<file path="src/rtl/fetch.sv">
// Instruction fetch stage: issues one instruction-bus request at a time, buffers the
// returned word for decode, and drops a response that a redirect has made stale.
module fetch #(
  parameter logic [63:0] RESET_PC = 64'h0000_0000_8000_0000
) (
  input  logic        clk,
  input  logic        reset,
  output logic        ireq_valid,
  output logic [63:0] ireq_addr,
  input  logic        iresp_data_ok,
  input  logic [31:0] iresp_data,
  input  logic        redirect_valid,
  input  logic [63:0] redirect_pc,
  output logic        out_valid,
  input  logic        out_ready,
  output logic [31:0] out_instr,
  output logic [63:0] out_pc,
  output logic [1:0]  dbg_state_o
);

  // Valid/ready: a decode entry transfers on any rising edge where out_valid && out_ready;
  // the bus request is held stable while ireq_valid is high until iresp_data_ok pulses.
  typedef enum logic [1:0] {
    S_REQ  = 2'd0,
    S_DROP = 2'd1,
    S_FULL = 2'd2
  } state_e;

  state_e      state_q, state_d;
  logic [63:0] pc_q, pc_d;
  logic [63:0] req_addr_q, req_addr_d;
  logic [31:0] buf_instr_q, buf_instr_d;
  logic [63:0] buf_pc_q, buf_pc_d;
  logic [63:0] redirect_tgt;

  assign redirect_tgt = {redirect_pc[63:2], 2'b00};

  always_ff @(posedge clk) begin
    if (reset) begin
      state_q     <= S_REQ;
      pc_q        <= RESET_PC;
      req_addr_q  <= RESET_PC;
      buf_instr_q <= 32'd0;
      buf_pc_q    <= 64'd0;
    end else begin
      state_q     <= state_d;
      pc_q        <= pc_d;
      req_addr_q  <= req_addr_d;
      buf_instr_q <= buf_instr_d;
      buf_pc_q    <= buf_pc_d;
    end
  end

  always_comb begin
    state_d     = state_q;
    pc_d        = pc_q;
    req_addr_d  = req_addr_q;
    buf_instr_d = buf_instr_q;
    buf_pc_d    = buf_pc_q;
    unique case (state_q)
      S_REQ: begin
        if (redirect_valid) begin
          pc_d = redirect_tgt;
          // The request to pc is still outstanding unless it completes right now.
          if (!iresp_data_ok) begin
            req_addr_d = pc_q;
            state_d    = S_DROP;
          end
        end else if (iresp_data_ok) begin
          buf_instr_d = iresp_data;
          buf_pc_d    = pc_q;
          pc_d        = pc_q + 64'd4;
          state_d     = S_FULL;
        end
      end
      S_DROP: begin
        if (redirect_valid) pc_d = redirect_tgt;
        if (iresp_data_ok) state_d = S_REQ;
      end
      S_FULL: begin
        if (redirect_valid) begin
          pc_d    = redirect_tgt;
          state_d = S_REQ;
        end else if (out_ready) begin
          state_d = S_REQ;
        end
      end
      default: state_d = S_REQ;
    endcase
  end

  assign ireq_valid  = (state_q == S_REQ) || (state_q == S_DROP);
  assign ireq_addr   = (state_q == S_DROP) ? req_addr_q : pc_q;
  assign out_valid   = (state_q == S_FULL) && !redirect_valid;
  assign out_instr   = buf_instr_q;
  assign out_pc      = buf_pc_q;
  assign dbg_state_o = state_q;

endmodule

</file>
<file path="config.mk">
export PLATFORM = sky130hd
export DESIGN_NAME = fetch
export DESIGN_NICKNAME = d
export VERILOG_FILES = /design/src/rtl/fetch.sv
export SDC_FILE = /design/constraint.sdc
export NUM_CORES = 1
export LEC_CHECK = 0
export CAP_MARGIN = 20
export CORE_UTILIZATION = 53
export DETAILED_ROUTE_END_ITERATION = 7
export PLACE_DENSITY = 0.85
export REMOVE_ABC_BUFFERS = 1
export SYNTH_ARGS = -nofsm -noshare
export SYNTH_HDL_FRONTEND = slang
export SYNTH_SLANG_ARGS = --single-unit
</file>
<file path="constraint.sdc">
create_clock -name clk -period 4.2 [get_ports clk]
set_input_delay 1.05 -clock clk [delete_from_list [all_inputs] [get_ports clk]]
set_output_delay 1.05 -clock clk [all_outputs]
set_load 0.02 [all_outputs]
</file>
==> flow_summary.toml <==
[routing]
first_iter_violations = 818
firstDrtPassIters = 5
routed_via_density = 5.86
ant_nets = 0
drc = 0
vias = 10740
wire_per_inst_microns = 17.6
wirelength_mm = 32.3

[layout]
nNetsFinal = 1657
multiInputGateArea_sq_um = 5530
layout-drive-gt1-share = 0.0911
area_growth_pct = 34.2
finalNonFillerCells = 1834
seq_area_sq_um = 4400
layout_commonest_cell = "nand2_1"
stdcell_area_sq_um = 14000
layout_common_cells = "383 x nand2_1, 257 x clkdlybuf4s50_1, 220 x dfxtp_1"
antenna_cells = 0
fillers = 1544

[sta]
setup_viol = 0
finalHoldViolCount = 0
fmax_ghz = 0.258
layout_min_cycle_time_ns = 3.87
drv_slew = 0
tightest_slew_ns = 0.993
relSlewSlack = 0.338
skew_ns = 0.0146
fin_crit_sh = 0.922
rsz0062_at_grt = "no"

[synthesis]
yosys-top-cells-area = "dfxtp_1 42%, nand2_1 14%, a21oi_1 9.6%"
syn_inst = 1384
synth_area_leader_cell = "dfxtp_1"
synth_top_area_share = 0.421
synth_top_family_by_area = "simple AND/OR/NAND/NOR gates"
synthXorXnorAreaFrac = 0.000837
synth_seq_area_share = 0.421
netlist_area_sq_um = 10500
synth.distinct_cells = 61
synth_edf_count = 0
synthSimpleGateAreaFrac = 0.256
synth-compound-area-share = 0.191
async_reset_ff_frac = 0
synth.mux.area_fraction = 0.0694
synthAdderAreaFrac = 0.00478
ys_ff_latch = 220
synth_area_per_cell_sq_um = 7.56
ys_warn_count = 0
ys.flop_type = "dfxtp_1"

[grt]
grt_use_met3 = 0.0703
grt_overflow = 0
grt_pass1_wl_mm = 49.7
grt_max_degree = 141
use_met2 = 0.511
busiest_layer = "met2"
grt_util_met1 = 0.374
grt_pass1_vias = 9906
gr-usage-all-layers = 0.304
antenna_found_initial = 2

[worst_setup_path]
cp.arrival_ns = 2.82
path_depth = 4
cp-end-kind = "output port"
cp.required_ns = 3.15
path_class = "flip-flop to output port"
r2r-start = "pc_q[16]$_SDFFE_PP0P_"
critPathLaunchType = "flip-flop"
path_max_fanout = 70
crit_chain = "inv_1 -> ha_4 -> mux2_2 -> clkdlybuf4s50_1"
cp_slowest_cell = "ha_4"
crit_path_max_incr_delay_ns = 0.81
worstSetupStartpoint = "dbg_state_o[1]$_SDFFE_PP0P_"
reg2reg_depth = 6
critPathTopFamily = "adder cells"
path_buf_inv = 2

[hold_path]
hp-start = "req_addr_q[47]$_SDFFE_PP0P_"
hold_depth = 2
hp-class = "flip-flop to flip-flop"

[placed_design]
portBuffers = 258
dp_cells = 1791
gp_congestion = 0.912
place_area_sq_um = 13100
dpl.hpwl_mm = 20.4

[clocking]
post_cts_buffers = 0
cts_made_buffers = 24
cts_tree = "done"
cts_buffer_depth = 3
insertion_delay_ns = 0.51
cts-root-buf = "clkbuf_16"
cts.clk_slew.worst_paths_ns = 0.06
holdBufCountCts = 0
cts-resized-gates = 0
cts.sinks = 220
cts_htree_levels = 1

[pwr]
cellPowerDensity_nw_per_um2 = 446
vdd_ir_drop_max_v = 0.000312
leakagePower_uw = 0.00473

[floorplanning]
die_area_sq_um = 20300
core_area_sq_um = 19400
die_height_microns = 143
die_x_microns = 143
io-pin-count = 265
rows = 51
start_util = 0.539

[job]
max_cap_viol_count = 0

[status]
status = "complete, no violations"
path summary, 6_finish.rpt:
| check | end | slack [ns] |
|---|---|---|
| worst max register to register | pc_q[55]$_SDFFE_PP0P_ | 1.25 |
| worst min register to register | req_addr_q[47]$_SDFFE_PP0P_ | 0.45 |
| worst max-delay path | ireq_addr[25] | 0.33 |
| worst min-delay path | req_addr_q[47]$_SDFFE_PP0P_ | 0.45 |
area by class of cell:
class,instances,share of cell area
tap,265,0.0236
sequential,220,0.314
timing repair buffer,277,0.198
inverter,9,0.00241
multi-input combinational,1020,0.394
clock buffer,28,0.0468
clock inverter,15,0.0218
through the flow:
stage / utilization / setup WS, ns / power [uW] / hold WS (ns) / setup TNS [ns]
detailed placement: 0.674 / 0.832 / 3740 / 0.445 / 0
CTS: 0.724 / 0.320 / 6280 / 0.453 / 0
finish: 0.724 / 0.326 / 6260 / 0.452 / 0
floorplan: - / -0.772 / 3100 / 0.427 / -18.30
global route: 0.724 / 0.195 / 6470 / 0.470 / 0
global placement: 0.674 / 0.891 / 3710 / 0.438 / 0
report_power, final:
group	total, uW	switching (uW)	internal (uW)
sequential	2430	198	2230
combinational	1290	724	570
clock	2540	874	1670
logic make-up (layout without fill, tap and decap cells):
| logic type | Yosys count | count (layout) |
|---|---|---|
| other cells | 1 | 4 |
| simple gates | 600 | 600 |
| buf+inv | 147 | 329 |
| compound gates | 346 | 346 |
| flops | 220 | 220 |
| fa+ha+maj | 4 | 4 |
| xor+xnor | 1 | 1 |
| mux | 65 | 65 |
flip-flops by register name, summed over array words and instances (netlist names):
register     count
out_instr       32
out_pc          62
dbg_state_o      2
req_addr_q      62
pc_q            62
metal layers:
layer / up-vias / wire [microns]
met1: 4984 / 12800
met2: 528 / 15400
met4: 2 / 988
li1: 5132 / -
met5: - / 11
met3: 94 / 3170
synth_stat cells (all sizes together), types with 16 or more instances:
| master | count |
|---|---|
| mux2 | 60 |
| clkbuf | 109 |
| nand3 | 43 |
| a21oi | 200 |
| o21ai | 44 |
| nor2 | 51 |
| a31oi | 16 |
| nand2 | 383 |
| dfxtp | 220 |
| nand4 | 19 |
| a32oi | 16 |
| buf | 29 |
| nor4 | 19 |
| nor3 | 22 |
tightest hold or removal path: stages (launching register included):
cell	delay, ns
dfxtp_1	0.30
nand2_1	0.05
a21oi_1	0.05
Note: power is estimated with default switching activity, not from simulation.
